### src/rtl/riscv_pkg.sv
// Shared RV32I definitions: base opcodes and the hazard sequencer state encoding.
package riscv_pkg;

  localparam logic [6:0] OP_LOAD   = 7'b0000011;
  localparam logic [6:0] OP_IMM    = 7'b0010011;
  localparam logic [6:0] OP_AUIPC  = 7'b0010111;
  localparam logic [6:0] OP_STORE  = 7'b0100011;
  localparam logic [6:0] OP_REG    = 7'b0110011;
  localparam logic [6:0] OP_LUI    = 7'b0110111;
  localparam logic [6:0] OP_BRANCH = 7'b1100011;
  localparam logic [6:0] OP_JALR   = 7'b1100111;
  localparam logic [6:0] OP_JAL    = 7'b1101111;

  typedef enum logic [1:0] {
    RUN        = 2'd0,
    LOAD_STALL = 2'd1,
    FLUSH      = 2'd2,
    MEM_WAIT   = 2'd3
  } hz_state_e;

  // Width of a down-counter that must hold the larger of two cycle counts.
  function automatic int unsigned hold_width(input int unsigned a, input int unsigned b);
    int unsigned m;
    m = (a > b) ? a : b;
    return $clog2(m) + 1;
  endfunction

endpackage

### src/rtl/load_use_detect.sv
// Combinational load-use hazard detection: decodes which source operands the ID
// instruction reads and compares them with the destination of a load in EX.
module load_use_detect
  import riscv_pkg::*;
(
  input  logic [6:0] opcode,
  input  logic [4:0] rs1,
  input  logic [4:0] rs2,
  input  logic       ex_mem_read,
  input  logic [4:0] ex_rd,
  output logic       load_use
);

  logic use_rs1;
  logic use_rs2;

  always_comb begin
    use_rs1 = 1'b0;
    use_rs2 = 1'b0;
    case (opcode)
      OP_LOAD, OP_IMM, OP_JALR: use_rs1 = 1'b1;
      OP_STORE, OP_BRANCH, OP_REG: begin
        use_rs1 = 1'b1;
        use_rs2 = 1'b1;
      end
      default: ;
    endcase
  end

  assign load_use = ex_mem_read && (ex_rd != '0) &&
                    ((use_rs1 && (rs1 == ex_rd)) || (use_rs2 && (rs2 == ex_rd)));

endmodule

### src/rtl/pipeline_hazard_ctrl.sv
// Stall/flush sequencer for the 5-stage pipeline: load-use bubbles, taken-branch
// flushes, data-memory freezes, plus saturating stall/flush performance counters.
module pipeline_hazard_ctrl
  import riscv_pkg::*;
#(
  parameter int unsigned LOAD_USE_CYCLES = 1,
  parameter int unsigned FLUSH_CYCLES    = 1,
  parameter int unsigned CNT_W           = 16
) (
  input  logic             clk,
  input  logic             rst_n,
  input  logic [31:0]      id_inst,
  input  logic             ex_mem_read,
  input  logic [4:0]       ex_rd,
  input  logic             ex_branch_taken,
  input  logic             mem_req,
  input  logic             mem_ready,
  output logic             pc_we,
  output logic             pc_sel_branch,
  output logic             if_id_we,
  output logic             if_id_flush,
  output logic             id_ex_bubble,
  output logic             ex_mem_we,
  output logic [1:0]       state_o,
  output logic [CNT_W-1:0] stall_cnt,
  output logic [CNT_W-1:0] flush_cnt
);

  localparam int unsigned     HOLD_W       = hold_width(LOAD_USE_CYCLES, FLUSH_CYCLES);
  localparam logic [HOLD_W-1:0] STALL_RELOAD = HOLD_W'(LOAD_USE_CYCLES - 1);
  localparam logic [HOLD_W-1:0] FLUSH_RELOAD = HOLD_W'(FLUSH_CYCLES - 1);

  hz_state_e         state, state_nxt;
  logic [HOLD_W-1:0] hold, hold_nxt;
  logic              pending_flush, pend_nxt;
  logic              load_use;
  logic              mem_wait;
  logic              hold_last;
  logic              pc_we_c, sel_c, ifwe_c, flush_c, bub_c, exwe_c;
  logic              unused_inst_bits;

  load_use_detect u_lud (
    .opcode      (id_inst[6:0]),
    .rs1         (id_inst[19:15]),
    .rs2         (id_inst[24:20]),
    .ex_mem_read (ex_mem_read),
    .ex_rd       (ex_rd),
    .load_use    (load_use)
  );

  assign unused_inst_bits = ^{id_inst[31:25], id_inst[14:7]};
  assign mem_wait  = mem_req && !mem_ready;
  assign hold_last = (hold <= HOLD_W'(1));

  always_ff @(posedge clk or negedge rst_n) begin
    if (!rst_n) begin
      state         <= RUN;
      hold          <= '0;
      pending_flush <= 1'b0;
    end else begin
      state         <= state_nxt;
      hold          <= hold_nxt;
      pending_flush <= pend_nxt;
    end
  end

  // The first cycle of a stall or flush is decoded directly from the inputs in
  // RUN/MEM_WAIT; the LOAD_STALL and FLUSH states only cover the remaining cycles.
  always_comb begin
    state_nxt = state;
    hold_nxt  = hold;
    pend_nxt  = pending_flush;
    pc_we_c   = 1'b0;
    sel_c     = 1'b0;
    ifwe_c    = 1'b0;
    flush_c   = 1'b0;
    bub_c     = 1'b0;
    exwe_c    = 1'b0;
    if (mem_wait) begin
      state_nxt = MEM_WAIT;
      hold_nxt  = '0;
      pend_nxt  = pending_flush | ex_branch_taken;
    end else if (ex_branch_taken || pending_flush) begin
      pc_we_c  = 1'b1;
      sel_c    = 1'b1;
      ifwe_c   = 1'b1;
      flush_c  = 1'b1;
      bub_c    = 1'b1;
      exwe_c   = 1'b1;
      pend_nxt = 1'b0;
      if (FLUSH_CYCLES > 1) begin
        state_nxt = FLUSH;
        hold_nxt  = FLUSH_RELOAD;
      end else begin
        state_nxt = RUN;
        hold_nxt  = '0;
      end
    end else if (state == FLUSH) begin
      pc_we_c = 1'b1;
      ifwe_c  = 1'b1;
      flush_c = 1'b1;
      bub_c   = 1'b1;
      exwe_c  = 1'b1;
      if (hold_last) begin
        state_nxt = RUN;
        hold_nxt  = '0;
      end else begin
        hold_nxt = hold - 1'b1;
      end
    end else if (state == LOAD_STALL) begin
      bub_c  = 1'b1;
      exwe_c = 1'b1;
      if (hold_last) begin
        state_nxt = RUN;
        hold_nxt  = '0;
      end else begin
        hold_nxt = hold - 1'b1;
      end
    end else if (load_use) begin
      bub_c  = 1'b1;
      exwe_c = 1'b1;
      if (LOAD_USE_CYCLES > 1) begin
        state_nxt = LOAD_STALL;
        hold_nxt  = STALL_RELOAD;
      end else begin
        state_nxt = RUN;
        hold_nxt  = '0;
      end
    end else begin
      pc_we_c   = 1'b1;
      ifwe_c    = 1'b1;
      exwe_c    = 1'b1;
      state_nxt = RUN;
    end
  end

  always_ff @(posedge clk or negedge rst_n) begin
    if (!rst_n) begin
      stall_cnt <= '0;
      flush_cnt <= '0;
    end else begin
      if (!pc_we_c && (stall_cnt != '1)) stall_cnt <= stall_cnt + 1'b1;
      if (flush_c && (flush_cnt != '1)) flush_cnt <= flush_cnt + 1'b1;
    end
  end

  // Outputs are forced low for the whole time reset is asserted.
  assign pc_we         = pc_we_c & rst_n;
  assign pc_sel_branch = sel_c   & rst_n;
  assign if_id_we      = ifwe_c  & rst_n;
  assign if_id_flush   = flush_c & rst_n;
  assign id_ex_bubble  = bub_c   & rst_n;
  assign ex_mem_we     = exwe_c  & rst_n;
  assign state_o       = state;

endmodule
### config.mk
export PLATFORM = sky130hd
export DESIGN_NAME = pipeline_hazard_ctrl
export DESIGN_NICKNAME = d
export VERILOG_FILES = /design/src/rtl/riscv_pkg.sv /design/src/rtl/load_use_detect.sv /design/src/rtl/pipeline_hazard_ctrl.sv
export SDC_FILE = /design/constraint.sdc
export NUM_CORES = 1
export LEC_CHECK = 0
export CAP_MARGIN = 10
export CORE_AREA = 2 2 83 61
export DETAILED_ROUTE_END_ITERATION = 6
export DIE_AREA = 0 0 85 63
export GPL_TIMING_DRIVEN = 1
export PLACE_DENSITY = 0.79
export SETUP_SLACK_MARGIN = 0.1
export SYNTH_ARGS = -nofsm -noshare
export SYNTH_HDL_FRONTEND = slang
export SYNTH_SLANG_ARGS = --single-unit
### constraint.sdc
create_clock -name clk -period 2.23 [get_ports clk]
set_clock_uncertainty 0.05 [all_clocks]
set_input_delay 0.669 -clock clk [delete_from_list [all_inputs] [get_ports clk]]
set_output_delay 0.669 -clock clk [all_outputs]
set_load 0.03 [all_outputs]
Yosys cells after proc, flatten, opt, wreduce, memory -nomap -nowiden
Cells that the tools add are included.
{"block": "totals", "ff_bits": 36, "in_bits": 43, "output_inout_bits": 40, "word_cells": 74}
{"block": "op_classes", "add_sub_neg": 3, "n_lt_le_gt_ge": 1, "n_eq_ne": 12, "mux": 31, "n_bitwise": 6, "n_reduce_logical": 16}
{"op": "$add 16x1->16 const B", "n": 2}
{"op": "$ne 16x16->1 const B", "n": 2}
{"op": "$mux 1", "n": 26}
{"op": "$eq 7x6->1 const B", "n": 2}
{"op": "$eq 7x7->1 const B", "n": 2}
{"op": "$eq 5x5->1", "n": 2}
{"op": "$mux 2", "n": 5}
{"op": "$reduce_bool 5->1", "n": 2}
{"op": "$eq 7x2->1 const B", "n": 1}
{"op": "$eq 7x5->1 const B", "n": 1}
{"op": "$logic_and 1x1->1", "n": 7}
{"op": "$reduce_or 6->1", "n": 1}
{"op": "$and 1x1->1", "n": 5}
{"op": "$reduce_or 3->1", "n": 1}
{"op": "$eq 2x1->1 const B", "n": 1}
{"op": "$eq 2x2->1 const B", "n": 1}
{"op": "$logic_not 1->1", "n": 2}
{"op": "$logic_or 1x1->1", "n": 2}
{"op": "$reduce_bool 2->1", "n": 1}
{"op": "$le 1x1->1 const B", "n": 1}
{"op": "$or 1x1->1", "n": 1}
{"op": "$sub 1x1->1 const B", "n": 1}

Longest topological paths before layout
Gate-level depths: netlist of run 1.
{"block": "depth", "word_depth": 13, "mapped_depth": 7, "depth_no_buf": 6}

Cells and area by module
From an unflattened synthesis of run 1, not the netlist that was laid out.
{"block": "unflattened", "hier_cells": 186, "area_unflattened_um2": 1893.1}
{"mod": "pipeline_hazard_ctrl", "n_inst": 1, "cells_each": 161, "area_each_um2": 1720.4, "seq_area_each_um2": 850.8}
{"mod": "load_use_detect", "n_inst": 1, "cells_each": 25, "area_each_um2": 172.7, "seq_area_each_um2": 0.0}

Worst setup path before layout of run 1
OpenSTA, ideal clock, no wires.
{"block": "synth_path", "path_kind": "input to output", "startpoint": "in id_inst[6]", "endpoint": "out pc_we", "arrival_time_ns": 2.025, "required_ns": 1.511, "slack_ns": -0.514, "path_stages": 5, "n_path_buf": 1, "path_cell_list": "and3b_1 o211ai_1 o22ai_2 a31oi_1 buf_4"}
{"block": "synth_between", "elab_chain_cells": 12, "word_cells_on_any_way": 20, "classes_between": "eq/ne (6); mux (7); bitwise (1); reduce/logical (6)"}
{"item": "from (decl)", "line_no": "pipeline_hazard_ctrl.sv:12", "text": "input logic [31:0] id_inst,"}
{"item": "$eq 7x2->1, or another cell as far along", "line_no": "load_use_detect.sv:20", "text": "case (opcode)"}
{"item": "$reduce_or 6->1 (no line) or $reduce_or 3->1 (tied branches)"}
{"item": "$mux 1", "line_no": "load_use_detect.sv:20"}
{"item": "$logic_and 1x1->1", "line_no": "load_use_detect.sv:31", "text": "((use_rs1 && (rs1 == ex_rd)) || (use_rs2 && (rs2 == ex_rd)));"}
{"item": "$logic_or 1x1->1 *", "line_no": "load_use_detect.sv:31"}
{"item": "$logic_and 1x1->1 *", "line_no": "load_use_detect.sv:30", "text": "assign load_use = ex_mem_read && (ex_rd != '0) &&"}
{"item": "$mux 1 * (5 in a row)"}
{"item": "$and 1x1->1 *"}
{"item": "to (decl)", "line_no": "pipeline_hazard_ctrl.sv:18", "text": "output logic pc_we,"}
Every way passes the cells marked *; elsewhere a longest branch is shown, timed or not.

Worst setup path in the final report of run 1
{"block": "layout_path", "startpoint": "in id_inst[5]", "endpoint": "out pc_we"}
{"block": "layout_between", "elab_chain_cells": 12, "word_cells_on_any_way": 20, "classes_between": "eq/ne (6); mux (7); bitwise (1); reduce/logical (6)"}
{"item": "$eq 7x2->1, or another cell as far along", "line_no": "load_use_detect.sv:20"}
{"item": "$reduce_or 6->1 (no line) or $reduce_or 3->1 (tied branches)"}
{"item": "$mux 1", "line_no": "load_use_detect.sv:20"}
{"item": "$logic_and 1x1->1", "line_no": "load_use_detect.sv:31"}
{"item": "$logic_or 1x1->1 *", "line_no": "load_use_detect.sv:31"}
{"item": "$logic_and 1x1->1 *", "line_no": "load_use_detect.sv:30"}
{"item": "$mux 1 *", "line_no": "pipeline_hazard_ctrl.sv:119", "text": "end else if (load_use) begin"}
{"item": "$mux 1 *", "line_no": "pipeline_hazard_ctrl.sv:110", "text": "end else if (state == LOAD_STALL) begin"}
{"item": "$mux 1 *", "line_no": "pipeline_hazard_ctrl.sv:98", "text": "end else if (state == FLUSH) begin"}
{"item": "$mux 1 *", "line_no": "pipeline_hazard_ctrl.sv:83", "text": "end else if (ex_branch_taken || pending_flush) begin"}
{"item": "$mux 1 *", "line_no": "pipeline_hazard_ctrl.sv:79", "text": "if (mem_wait) begin"}
{"item": "$and 1x1->1 *", "line_no": "pipeline_hazard_ctrl.sv:148", "text": "assign pc_we = pc_we_c & rst_n;"}
Marked as above.

==> impl_table.tex, run 1 <==
\begin{tabular}{lr}
\hline
Metric & Value \\
\hline
\multicolumn{2}{l}{\textbf{Outcome}} \\
Run status & complete, but fails checks \\
Violated checks & setup timing \\
\multicolumn{2}{l}{\textbf{Floorplanning}} \\
I/O Pins & 83 \\
Number of rows in the core area & 21 \\
Core footprint & 4600 um\^{}2 \\
Width of the chip & roughly 85 um \\
Chip height & around 63 um \\
Initial cell density of the core & 0.402 \\
Die Footprint & 5360 um\^{}2 \\
\multicolumn{2}{l}{\textbf{CTS}} \\
Number of buffers added by the clock tree synthesis step & 5 \\
TritonCTS sink count & 34 \\
Number of buffers on the longest clock path & 2 \\
Later-pin clock latency in the skew report & approximately 0.28 ns \\
Root Buffer & sky130\_fd\_sc\_hd\_\_clkbuf\_8 \\
Clk slew on worst S/H paths & 0.07 ns \\
CTS H-Tree Depth & 2 \\
TritonCTS clock tree & built \\
\multicolumn{2}{l}{\textbf{Timing}} \\
F\_max & slightly below 400 MHz \\
Final worst setup slack & -0.284 ns \\
Worst-margin pin slew & $\sim$0.55 ns \\
Final hold violation count & 0 \\
Worst slew slack as a fraction of its limit & 0.634 \\
Pins Over Slew Limit & 0 \\
Setup TNS Final & -0.790 ns \\
Final-layout worst hold slack & 0.438 ns \\
Final period demand of the worst path & around 2.5 ns \\
RSZ-0062 raised after global routing & yes \\
Final setup fails & 3 \\
Post-route fraction of the period consumed by the critical path & 1.13 \\
\multicolumn{2}{l}{\textbf{Route}} \\
Via density & around 5 \\
Count of routing violations after the opening detailed-route iteration & 44 \\
Detailed-route DRC error count & 0 \\
Residual antenna-violating net count after detailed routing & 0 \\
Wire length after detailed routing & roughly 4800 um \\
Pre-Repair DR Iteration Count & 4 \\
Detailed-route wire length per cell & 14.6 um \\
DR vias & 1631 \\
\multicolumn{2}{l}{\textbf{Logic synthesis}} \\
Number of nets produced by synthesis & approximately 210 \\
Flip-flop cell with the highest count after synthesis & sky130\_fd\_sc\_hd\_\_dfrtp\_1 \\
Commonest cells post-synth & sky130\_fd\_sc\_hd\_\_dfrtp\_1, sky130\_fd\_sc\_hd\_\_xor2\_1, sky130\_fd\_sc\_hd\_\_xnor2\_1 \\
Area leader, netlist & sky130\_fd\_sc\_hd\_\_dfrtp\_1 \\
Post-Syn Area & 1850 um\^{}2 \\
Count of distinct cell types in the synthesized netlist & 35 \\
Mean instance size in the synthesized netlist & 11.0 um\^{}2 \\
Instance count of the mapped netlist & approximately 170 \\
Share of synthesized area occupied by flip-flops and latches & 0.461 \\
Most common cell in the synthesized netlist & sky130\_fd\_sc\_hd\_\_dfrtp\_1 \\
Top cells by area, synth & sky130\_fd\_sc\_hd\_\_dfrtp\_1, sky130\_fd\_sc\_hd\_\_xor2\_1, sky130\_fd\_sc\_hd\_\_xnor2\_1 \\
Yosys warning total & 0 \\
Count of flip-flops with a built-in enable after synthesis & 0 \\
Share of flip-flops with an asynchronous set or reset & 1.00 \\
Register bit count reported by yosys & 34 \\
Share of the synthesized area in the top cell type & 0.461 \\
\multicolumn{2}{l}{\textbf{Placed design}} \\
Post-detailed-placement cell area & 2700 um\^{}2 \\
Placer congestion estimate & 0.806 \\
Port Buf Inserts & 67 \\
DPL Wire Length & 3060 um \\
\multicolumn{2}{l}{\textbf{Min path}} \\
Worst hold-check path type & flip-flop to flip-flop \\
Worst hold path stage count & 1 \\
Min-Delay Startpoint & stall\_cnt[4]\$\_DFFE\_PN0P\_ \\
End point of the most critical hold path & stall\_cnt[4]\$\_DFFE\_PN0P\_ \\
\multicolumn{2}{l}{\textbf{Setup path}} \\
Cell at the slowest stage of the critical path & sky130\_fd\_sc\_hd\_\_o211ai\_1 \\
Family of cells with the greatest summed delay on the critical path & compound AO/OA/AOI/OAI gates \\
Required time at the endpoint of the critical path & 1.51 ns \\
CP max FO & 2 \\
Internal reg-to-reg setup slack & 0.20 ns \\
Kind of capture point of the worst setup path & primary output \\
WS Path Type & primary input to primary output \\
Critical Path Start Type & primary input \\
Worst Reg-to-Reg Cells & 8 \\
Ordered list of cells on the worst path & buf\_6 -> and3b\_1 -> o211ai\_1 -> o22ai\_2 -> buf\_4 -> a31oi\_4 -> buf\_6 \\
Launching element of the worst setup path & id\_inst[5] \\
Arr. time, crit path & between 1.5 and 2 ns \\
Reg2Reg Launch Point & stall\_cnt[7]\$\_DFFE\_PN0P\_ \\
CP bufs+invs & 3 \\
Critical Path Max Stage Delay & approximately 0.23 ns \\
Most prevalent standard cell on the critical path & sky130\_fd\_sc\_hd\_\_buf\_6 \\
Terminus of the critical flop-to-flop path & stall\_cnt[2]\$\_DFFE\_PN0P\_ \\
\multicolumn{2}{l}{\textbf{Cells and area}} \\
Multi-input gate area & 1270 um\^{}2 \\
Reg area & 853 um\^{}2 \\
Area Overhead vs Synth & 75.0\% \\
Fin nets & 313 \\
\# diodes & 0 \\
Final core utilization & 0.703 \\
Layout cell share with drive strength beyond 1 & 0.390 \\
Filler cells & roughly 340 \\
Non-Filler Cell Area, Final & $\sim$3200 um\^{}2 \\
\multicolumn{2}{l}{\textbf{Global routing}} \\
First-pass GRT wire length & 7900 um \\
Grt total ovfl & 0 \\
Via count of the first global-routing pass & between 1500 and 2000 \\
Initial antenna violation count & 0 \\
Gr usage total & 0.185 \\
Maximum number of pins on one net before global-route repair & 35 \\
\multicolumn{2}{l}{\textbf{Flow run}} \\
Total of max-cap violations & 0 \\
\multicolumn{2}{l}{\textbf{Power}} \\
Leakage dissipation & approximately 1.7 nW \\
Total Power Consumption & 2.40 mW \\
Max rail drop VDD & $\sim$660 uV \\
Areal power density over the cells & 743 nW/um\^{}2 \\
\hline
\end{tabular}
[per-layer routing]
layer,up-vias,part of all wire,track usage
li1,798,-,-
met1,779,0.45,0.253
met2,48,0.49,0.289
met3,6,0.046,0.0462
met4,0,0.0084,0.0536
met5,-,0,0
[worst max path at each step]
stage / to / cells after the start
after floorplan: pc_we / 5
after CTS: pc_we / 7
after global placement: id_ex_bubble / 7
after global routing: pc_we / 7
after detailed placement: id_ex_bubble / 7
final: pc_we / 7
[per-stage QoR]
step	setup WS, ns	std cells
floorplan	-0.135	168
global placement	-0.653	303
detailed placement	-0.675	303
CTS	-0.237	320
global route	-0.343	326
finish	-0.284	326
[logic make-up after synthesis]
kind of cell             Yosys count  synth area share
flip-flops                        34             0.461
buffers and inverters              8            0.0285
AND/OR/NAND/NOR                   74             0.256
multiplexers                       3            0.0183
AO/OA/AOI/OAI                      8            0.0379
adder cells (fa/ha/maj)            2            0.0135
XOR/XNOR                          39             0.185
[cells in the final DEF (no fill, tap or decap), types with 4 or more instances in the layout]
master / Yosys / routed
sky130_fd_sc_hd__nor4_4: 0 / 8
sky130_fd_sc_hd__dlymetal6s2s_1: 0 / 12
sky130_fd_sc_hd__xnor2_2: 0 / 7
sky130_fd_sc_hd__nand4_1: 5 / 5
sky130_fd_sc_hd__nor2_1: 9 / 6
sky130_fd_sc_hd__dfrtp_1: 34 / 32
sky130_fd_sc_hd__xnor2_1: 18 / 11
sky130_fd_sc_hd__nand2_1: 15 / 13
sky130_fd_sc_hd__clkbuf_8: 0 / 5
sky130_fd_sc_hd__and3_1: 4 / 4
sky130_fd_sc_hd__buf_4: 4 / 24
sky130_fd_sc_hd__xor2_1: 21 / 20
sky130_fd_sc_hd__clkdlybuf4s50_1: 0 / 7
sky130_fd_sc_hd__dlygate4sd2_1: 0 / 23
sky130_fd_sc_hd__nand3_1: 10 / 10
sky130_fd_sc_hd__nor3_4: 1 / 6
sky130_fd_sc_hd__clkbuf_2: 0 / 8
sky130_fd_sc_hd__buf_6: 1 / 14
[flip-flops by register name, indices dropped and copies added, names as in the netlist]
signal / count
flush_cnt: 16
pending_flush: 1
state_o: 1
stall_cnt: 16
[timing repair]
action,in CTS,in global routing
gates cloned,1,0
hold buffers,0,0
setup buffers,8,7
pin swaps,50,31
resized for setup,112,55
endpoints found under the setup margin,38,34
[report_power, final]
group          switching [mW]  internal (mW)
clock network           0.216          0.334
logic                   0.521          0.403
registers               0.180          0.748
[cell type report]
type | instances | area share
clock buffers | 7 | 0.0236
clock inverters | 1 | 0.00929
inverters | 3 | 0.00348
multi-input cells | 126 | 0.392
flip-flops and latches | 34 | 0.264
well taps | 57 | 0.0221
repair buffers | 98 | 0.285
Note: power is estimated with default switching activity, not from simulation.
==> inputs of run 2 (changes only) <==
--- a/config.mk
+++ b/config.mk
@@ -11,7 +11,7 @@
 export DIE_AREA = 0 0 85 63
 export GPL_TIMING_DRIVEN = 1
 export PLACE_DENSITY = 0.79
-export SETUP_SLACK_MARGIN = 0.1
+export SETUP_SLACK_MARGIN = 0.4
 export SYNTH_ARGS = -nofsm -noshare
 export SYNTH_HDL_FRONTEND = slang
 export SYNTH_SLANG_ARGS = --single-unit
==> impl_table.tex, run 2 (same netlist as run 1, synthesis figures left out) <==
\begin{tabular}{lr}
\hline
Metric & Value \\
\hline
\multicolumn{2}{l}{\textbf{Timing}} \\
Worst slew slack as a fraction of its limit & 0.609 (-0.0255) \\
RSZ-0062 raised after global routing & yes \\
Final worst setup slack & -0.250 ns (+0.0341 ns) \\
Worst-margin pin slew & 0.585 ns (+0.0382 ns) \\
Setup TNS Final & -0.735 ns (+0.0550 ns) \\
Final hold violation count & 0 (unchanged) \\
Final setup fails & 5 (+2) \\
Post-route fraction of the period consumed by the critical path & 1.11 (-0.0153) \\
Final period demand of the worst path & 2.48 ns (-0.0341 ns) \\
Pins Over Slew Limit & 0 (unchanged) \\
F\_max & 403 MHz (+1.4\%) \\
\multicolumn{2}{l}{\textbf{Route}} \\
Count of routing violations after the opening detailed-route iteration & 52 (+18\%) \\
DR vias & 1678 (+2.9\%) \\
Via density & 5.04 (+0.72\%) \\
Residual antenna-violating net count after detailed routing & 0 (unchanged) \\
Detailed-route wire length per cell & 14.6 um (about the same) \\
Pre-Repair DR Iteration Count & 4 (unchanged) \\
Detailed-route DRC error count & 0 (unchanged) \\
Wire length after detailed routing & 4850 um (+2.1\%) \\
\multicolumn{2}{l}{\textbf{Global routing}} \\
Global Route met3 Usage & 0.0502 (+0.00396) \\
GR Util met2 & 0.307 (+0.0176) \\
Via count of the first global-routing pass & 1706 (+2.1\%) \\
Met1 capacity usage during global routing & 0.233 (-0.0205) \\
Busiest grt layer & met2 \\
Initial antenna violation count & 0 (unchanged) \\
Gr usage total & 0.183 (-0.00178) \\
First-pass GRT wire length & 7830 um (-0.87\%) \\
Grt total ovfl & 0 (unchanged) \\
Maximum number of pins on one net before global-route repair & 35 (unchanged) \\
\multicolumn{2}{l}{\textbf{Power}} \\
Max rail drop VDD & 740 uV (+11\%) \\
Leakage dissipation & 1.56 nW (-6.1\%) \\
Areal power density over the cells & 727 nW/um\^{}2 (-2.2\%) \\
\multicolumn{2}{l}{\textbf{Cells and area}} \\
Area Overhead vs Synth & 80.1\% \\
Final core utilization & 0.724 (+0.0207) \\
Registers with the highest flip-flop counts & flush\_cnt x16, stall\_cnt x16 \\
Filler cells & 322 (-6.1\%) \\
\# diodes & 0 (unchanged) \\
Fin nets & 320 (+2.2\%) \\
Layout cell share with drive strength beyond 1 & 0.576 (+0.186) \\
Most frequent cells in the layout & sky130\_fd\_sc\_hd\_\_buf\_6, sky130\_fd\_sc\_hd\_\_buf\_4, sky130\_fd\_sc\_hd\_\_dfrtp\_1, sky130\_fd\_sc\_hd\_\_xor2\_1, sky130\_fd\_sc\_hd\_\_clkbuf\_2 \\
Leading cell type in the layout, fill and taps excluded & sky130\_fd\_sc\_hd\_\_buf\_6 \\
\multicolumn{2}{l}{\textbf{Floorplanning}} \\
Die Footprint & 5360 um\^{}2 (unchanged) \\
Chip height & 63 um (unchanged) \\
Width of the chip & 85 um (unchanged) \\
I/O Pins & 83 (unchanged) \\
Initial cell density of the core & 0.402 (unchanged) \\
Number of rows in the core area & 21 (unchanged) \\
Core footprint & 4600 um\^{}2 (unchanged) \\
\multicolumn{2}{l}{\textbf{CTS}} \\
Number of buffers on the longest clock path & 2 (unchanged) \\
TritonCTS clock tree & built \\
Clk slew on worst S/H paths & 0.07 ns (about the same) \\
TritonCTS sink count & 34 (unchanged) \\
Count of hold-fix buffers inserted at cts & 0 (unchanged) \\
Later-pin clock latency in the skew report & 0.28 ns (about the same) \\
Number of buffers added by the clock tree synthesis step & 5 (unchanged) \\
CTS H-Tree Depth & 2 (unchanged) \\
Root Buffer & sky130\_fd\_sc\_hd\_\_clkbuf\_8 \\
\multicolumn{2}{l}{\textbf{Setup path}} \\
Required time at the endpoint of the critical path & 1.51 ns (about the same) \\
Arr. time, crit path & 1.76 ns (-0.04 ns) \\
Cell at the slowest stage of the critical path & sky130\_fd\_sc\_hd\_\_o211ai\_1 \\
Family of cells with the greatest summed delay on the critical path & compound AO/OA/AOI/OAI gates \\
WS Path Type & primary input to primary output \\
Critical Path Start Type & primary input \\
Ordered list of cells on the worst path & clkdlybuf4s15\_1 -> nor2\_1 -> o211ai\_1 -> o22ai\_2 -> buf\_4 -> a31oi\_4 -> buf\_6 \\
CP max FO & 3 (+1) \\
CP bufs+invs & 3 (unchanged) \\
Critical Path Max Stage Delay & 0.20 ns (-0.03 ns) \\
Kind of capture point of the worst setup path & primary output \\
\multicolumn{2}{l}{\textbf{Flow run}} \\
Total of max-cap violations & 0 (unchanged) \\
\multicolumn{2}{l}{\textbf{Placed design}} \\
Port Buf Inserts & 67 (unchanged) \\
Placer congestion estimate & 0.735 (-8.9\%) \\
DPL Wire Length & 3240 um (+6.0\%) \\
\multicolumn{2}{l}{\textbf{Outcome}} \\
Violated checks & setup timing \\
Run status & complete, but fails checks \\
\multicolumn{2}{l}{\textbf{Min path}} \\
Worst hold-check path type & flip-flop to flip-flop \\
\hline
\end{tabular}
## run 2: cell count changes in the layout (fill, tap and decap cells not counted), moves of 6 or more
cell                              delta
sky130_fd_sc_hd__dlymetal6s2s_1     -12
sky130_fd_sc_hd__clkdlybuf4s15_2     +9
sky130_fd_sc_hd__buf_2               +7
sky130_fd_sc_hd__clkdlybuf4s15_1     +6
sky130_fd_sc_hd__dfrtp_1             -7
sky130_fd_sc_hd__dlygate4sd2_1      -16
sky130_fd_sc_hd__clkbuf_2            +6
sky130_fd_sc_hd__dfrtp_2             +7
sky130_fd_sc_hd__buf_6              +14
sky130_fd_sc_hd__clkdlybuf4s50_1     -7
## run 2: final cells by class
| class | count | area [um^2] | share of cell area |
|---|---|---|---|
| tap | 57 | 71.3 | 0.0214 |
| multi-input combinational | 126 | 1340 | 0.403 |
| timing repair buffer | 105 | 933 | 0.281 |
| sequential | 34 | 862 | 0.259 |
| inverter | 3 | 11.3 | 0.00338 |
| clock inverter | 3 | 40.0 | 0.0120 |
| clock buffer | 5 | 68.8 | 0.0207 |
## run 2: worst paths after layout
| path | to | cells past startpoint | from | slack, ns |
|---|---|---|---|---|
| setup / recovery | if_id_we | 7 | id_inst[2] | -0.25 |
| hold / removal | stall_cnt[10]$_DFFE_PN0P_ | 1 | stall_cnt[10]$_DFFE_PN0P_ | 0.43 |
| setup reg to reg | stall_cnt[1]$_DFFE_PN0P_ | 7 | stall_cnt[6]$_DFFE_PN0P_ | 0.17 |
| hold reg to reg | stall_cnt[10]$_DFFE_PN0P_ | 1 | stall_cnt[10]$_DFFE_PN0P_ | 0.43 |
| max in group asynchronous | stall_cnt[5]$_DFFE_PN0P_ | 2 | rst_n | 1.31 |
| min in group asynchronous | flush_cnt[13]$_DFFE_PN0P_ | 2 | rst_n | 0.48 |
## run 2: power by group
| group | switching, mW | total (mW) | leakage, nW | internal [mW] |
|---|---|---|---|---|
| clock network | 0.227 | 0.556 | 0.0579 | 0.329 |
| logic | 0.534 | 0.937 | 1.08 | 0.403 |
| registers | 0.177 | 0.927 | 0.428 | 0.750 |
| total | 0.938 | 2.42 | 1.56 | 1.48 |
## run 2: worst register-to-register path, delay by kind of cell (launching register included)
kind          cells  cell delay [ns]
flops             1             0.44
mux               1             0.29
buf+inv           1             0.19
simple gates      5             0.98
## run 2: through the flow
stage / hold slack, ns / cell area [um^2] / cells / setup WS, ns / power (mW)
after floorplan: 0.323 / 1950 / 168 / -0.135 / 1.41
after global placement: 0.419 / 2770 / 304 / -0.611 / 1.81
after detailed placement: 0.428 / 2770 / 304 / -0.625 / 1.84
after CTS: 0.435 / 3110 / 319 / -0.281 / 2.38
after global routing: 0.469 / 3330 / 333 / -0.305 / 2.55
final: 0.435 / 3330 / 333 / -0.250 / 2.42
## run 2: what timing repair did
item,in CTS,in global routing
pin swaps,46,31
setup endpoints to repair,70,52
resized for setup,203,64
setup buffers,7,14
## run 2: metal layers
layer	up-vias	wire length, um
li1	807	-
met1	814	2140
met2	52	2400
met3	5	270
met4	0	42
met5	-	0
==> inputs of run 3 (changes only) <==
--- a/config.mk
+++ b/config.mk
@@ -6,12 +6,12 @@
 export NUM_CORES = 1
 export LEC_CHECK = 0
 export CAP_MARGIN = 10
-export CORE_AREA = 2 2 83 61
+export CORE_AREA = 2 2 80 59
 export DETAILED_ROUTE_END_ITERATION = 6
-export DIE_AREA = 0 0 85 63
+export DIE_AREA = 0 0 82 61
 export GPL_TIMING_DRIVEN = 1
-export PLACE_DENSITY = 0.79
-export SETUP_SLACK_MARGIN = 0.4
+export PLACE_DENSITY = 0.84
+export SETUP_SLACK_MARGIN = 0.05
 export SYNTH_ARGS = -nofsm -noshare
 export SYNTH_HDL_FRONTEND = slang
 export SYNTH_SLANG_ARGS = --single-unit
==> constraint.sdc (replaced) <==
create_clock -name clk -period 2.9 [get_ports clk]
set_clock_uncertainty 0.05 [all_clocks]
set_input_delay 0.87 -clock clk [delete_from_list [all_inputs] [get_ports clk]]
set_output_delay 0.87 -clock clk [all_outputs]
set_load 0.03 [all_outputs]
==> impl_table.tex, run 3 (same netlist as run 1, synthesis figures left out) <==
\begin{tabular}{lr}
\hline
Metric & Value \\
\hline
\multicolumn{2}{l}{\textbf{Timing}} \\
RSZ-0062 raised after global routing & yes \\
Final setup fails & 0 (-5) \\
Final worst setup slack & 0.0651 ns (+0.315 ns) \\
Post-route fraction of the period consumed by the critical path & 0.978 \\
Final hold violation count & 0 (unchanged) \\
Worst-margin pin slew & 0.650 ns (+0.0648 ns) \\
Final period demand of the worst path & 2.83 ns \\
F\_max & 353 MHz \\
Final-layout worst hold slack & 0.443 ns (+0.00876 ns) \\
Pins Over Slew Limit & 0 (unchanged) \\
Worst slew slack as a fraction of its limit & 0.565 (-0.0435) \\
Setup TNS Final & 0 ns (+0.735 ns) \\
\multicolumn{2}{l}{\textbf{Cells and area}} \\
Registers with the highest flip-flop counts & flush\_cnt x16, stall\_cnt x16 \\
\# diodes & 0 (unchanged) \\
Non-filler instance count after layout & 307 (-7.8\%) \\
Multi-input gate area & 1040 um\^{}2 (-23\%) \\
Area Overhead vs Synth & 53.3\% \\
Fin nets & 296 (-7.5\%) \\
Filler cells & 343 (+6.5\%) \\
Leading cell type in the layout, fill and taps excluded & sky130\_fd\_sc\_hd\_\_clkdlybuf4s50\_1 \\
Most frequent cells in the layout & sky130\_fd\_sc\_hd\_\_clkdlybuf4s50\_1, sky130\_fd\_sc\_hd\_\_dfrtp\_1, sky130\_fd\_sc\_hd\_\_xor2\_1, sky130\_fd\_sc\_hd\_\_buf\_4, sky130\_fd\_sc\_hd\_\_nand2\_1 \\
Layout cell share with drive strength beyond 1 & 0.302 (-0.274) \\
Final core utilization & 0.673 (-0.0503) \\
Reg area & 851 um\^{}2 (-1.3\%) \\
\multicolumn{2}{l}{\textbf{Route}} \\
Residual antenna-violating net count after detailed routing & 0 (unchanged) \\
Count of routing violations after the opening detailed-route iteration & 63 (+21\%) \\
Detailed-route wire length per cell & 14.3 um (-2.2\%) \\
Via density & 5.14 (+2.1\%) \\
Pre-Repair DR Iteration Count & 4 (unchanged) \\
Detailed-route DRC error count & 0 (unchanged) \\
DR vias & 1579 (-5.9\%) \\
Wire length after detailed routing & 4380 um (-9.8\%) \\
\multicolumn{2}{l}{\textbf{Global routing}} \\
Gr usage total & 0.191 (+0.00791) \\
Initial antenna violation count & 0 (unchanged) \\
Via count of the first global-routing pass & 1563 (-8.4\%) \\
First-pass GRT wire length & 7090 um (-9.4\%) \\
Grt total ovfl & 0 (unchanged) \\
Maximum number of pins on one net before global-route repair & 35 (unchanged) \\
\multicolumn{2}{l}{\textbf{Setup path}} \\
Arr. time, crit path & 1.91 ns (+0.15 ns) \\
CP max FO & 2 (-1) \\
WS Path Type & primary input to primary output \\
Critical Path Start Type & primary input \\
Kind of capture point of the worst setup path & primary output \\
Required time at the endpoint of the critical path & 1.98 ns (+0.47 ns) \\
Worst Reg-to-Reg Cells & 6 (-1) \\
\multicolumn{2}{l}{\textbf{CTS}} \\
Clk slew on worst S/H paths & 0.07 ns (about the same) \\
Later-pin clock latency in the skew report & 0.28 ns (about the same) \\
Number of buffers on the longest clock path & 2 (unchanged) \\
Root Buffer & sky130\_fd\_sc\_hd\_\_clkbuf\_8 \\
CTS H-Tree Depth & 2 (unchanged) \\
TritonCTS clock tree & built \\
TritonCTS sink count & 34 (unchanged) \\
Number of buffers added by the clock tree synthesis step & 5 (unchanged) \\
\multicolumn{2}{l}{\textbf{Placed design}} \\
Port Buf Inserts & 67 (unchanged) \\
DPL Wire Length & 3220 um (-0.53\%) \\
DP Worst Slack & -0.372 ns (+0.253 ns) \\
Placer congestion estimate & 0.781 (+6.4\%) \\
Placed cell count & 295 (-3.0\%) \\
\multicolumn{2}{l}{\textbf{Floorplanning}} \\
Die Footprint & 5000 um\^{}2 (-6.6\%) \\
Chip height & 61 um (-3.2\%) \\
Number of rows in the core area & 20 (-4.8\%) \\
Width of the chip & 82 um (-3.5\%) \\
Initial cell density of the core & 0.439 (+0.0377) \\
I/O Pins & 83 (unchanged) \\
Core footprint & 4200 um\^{}2 (-8.6\%) \\
\multicolumn{2}{l}{\textbf{Min path}} \\
Worst hold path stage count & 1 (unchanged) \\
Worst hold-check path type & flip-flop to flip-flop \\
\multicolumn{2}{l}{\textbf{Power}} \\
Leakage dissipation & 1.29 nW (-17\%) \\
Max rail drop VDD & 323 uV (-56\%) \\
Areal power density over the cells & 683 nW/um\^{}2 (-6.1\%) \\
\multicolumn{2}{l}{\textbf{Flow run}} \\
Total of max-cap violations & 0 (unchanged) \\
\multicolumn{2}{l}{\textbf{Outcome}} \\
Run status & completed \\
\hline
\end{tabular}
## run 3: final timing paths
path / from / end / slack [ns]
worst max-delay path: id_inst[5] / if_id_we / 0.07
worst min-delay path: flush_cnt[5]$_DFFE_PN0P_ / flush_cnt[5]$_DFFE_PN0P_ / 0.44
worst max register to register: stall_cnt[5]$_DFFE_PN0P_ / stall_cnt[1]$_DFFE_PN0P_ / 0.58
worst min register to register: flush_cnt[5]$_DFFE_PN0P_ / flush_cnt[5]$_DFFE_PN0P_ / 0.44
max in group asynchronous: rst_n / stall_cnt[0]$_DFFE_PN0P_ / 1.43
min in group asynchronous: rst_n / flush_cnt[3]$_DFFE_PN0P_ / 1.06
## run 3: what timing repair did
action,CTS,global route
pin swaps,20,19
resized for setup,51,42
endpoints found under the setup margin,5,5
hold buffers,0,0
buffers inserted,4,0
## run 3: worst max-delay path: stages
cell and delay, ns:
sky130_fd_sc_hd__buf_6 0.09, sky130_fd_sc_hd__and3b_1 0.17, sky130_fd_sc_hd__o211ai_1 0.19, sky130_fd_sc_hd__o22ai_2 0.12, sky130_fd_sc_hd__buf_6 0.13, sky130_fd_sc_hd__a31oi_4 0.18, sky130_fd_sc_hd__buf_6 0.16
## run 3: cell type report
| class | instances | area share |
|---|---|---|
| Clock buffer | 6 | 0.0292 |
| Timing Repair Buffer | 81 | 0.254 |
| Multi-Input combinational cell | 126 | 0.367 |
| Tap cell | 55 | 0.0243 |
| Inverter | 3 | 0.00398 |
| Sequential cell | 34 | 0.301 |
| Clock inverter | 2 | 0.0212 |
## run 3: layer usage
layer | track usage | vias up | part of all wire
li1 | - | 760 | -
met1 | 0.234 | 751 | 0.43
met2 | 0.324 | 63 | 0.50
met3 | 0.0551 | 5 | 0.065
met4 | 0.0714 | 0 | 0.0089
met5 | 0 | - | 0
## run 3: power by group
| group | total, mW | leakage (nW) | internal (mW) | switching [mW] |
|---|---|---|---|---|
| clock | 0.540 | 0.0714 | 0.367 | 0.173 |
| sequential | 0.706 | 0.441 | 0.573 | 0.133 |
| combinational | 0.687 | 0.778 | 0.314 | 0.373 |
## run 3: metrics by stage
stage / power (mW) / cell area (um^2)
after floorplan: 1.07 / 1860
after detailed placement: 1.39 / 2620
after global placement: 1.38 / 2620
after CTS: 1.94 / 2800
after global routing: 2.02 / 2830
final: 1.93 / 2830
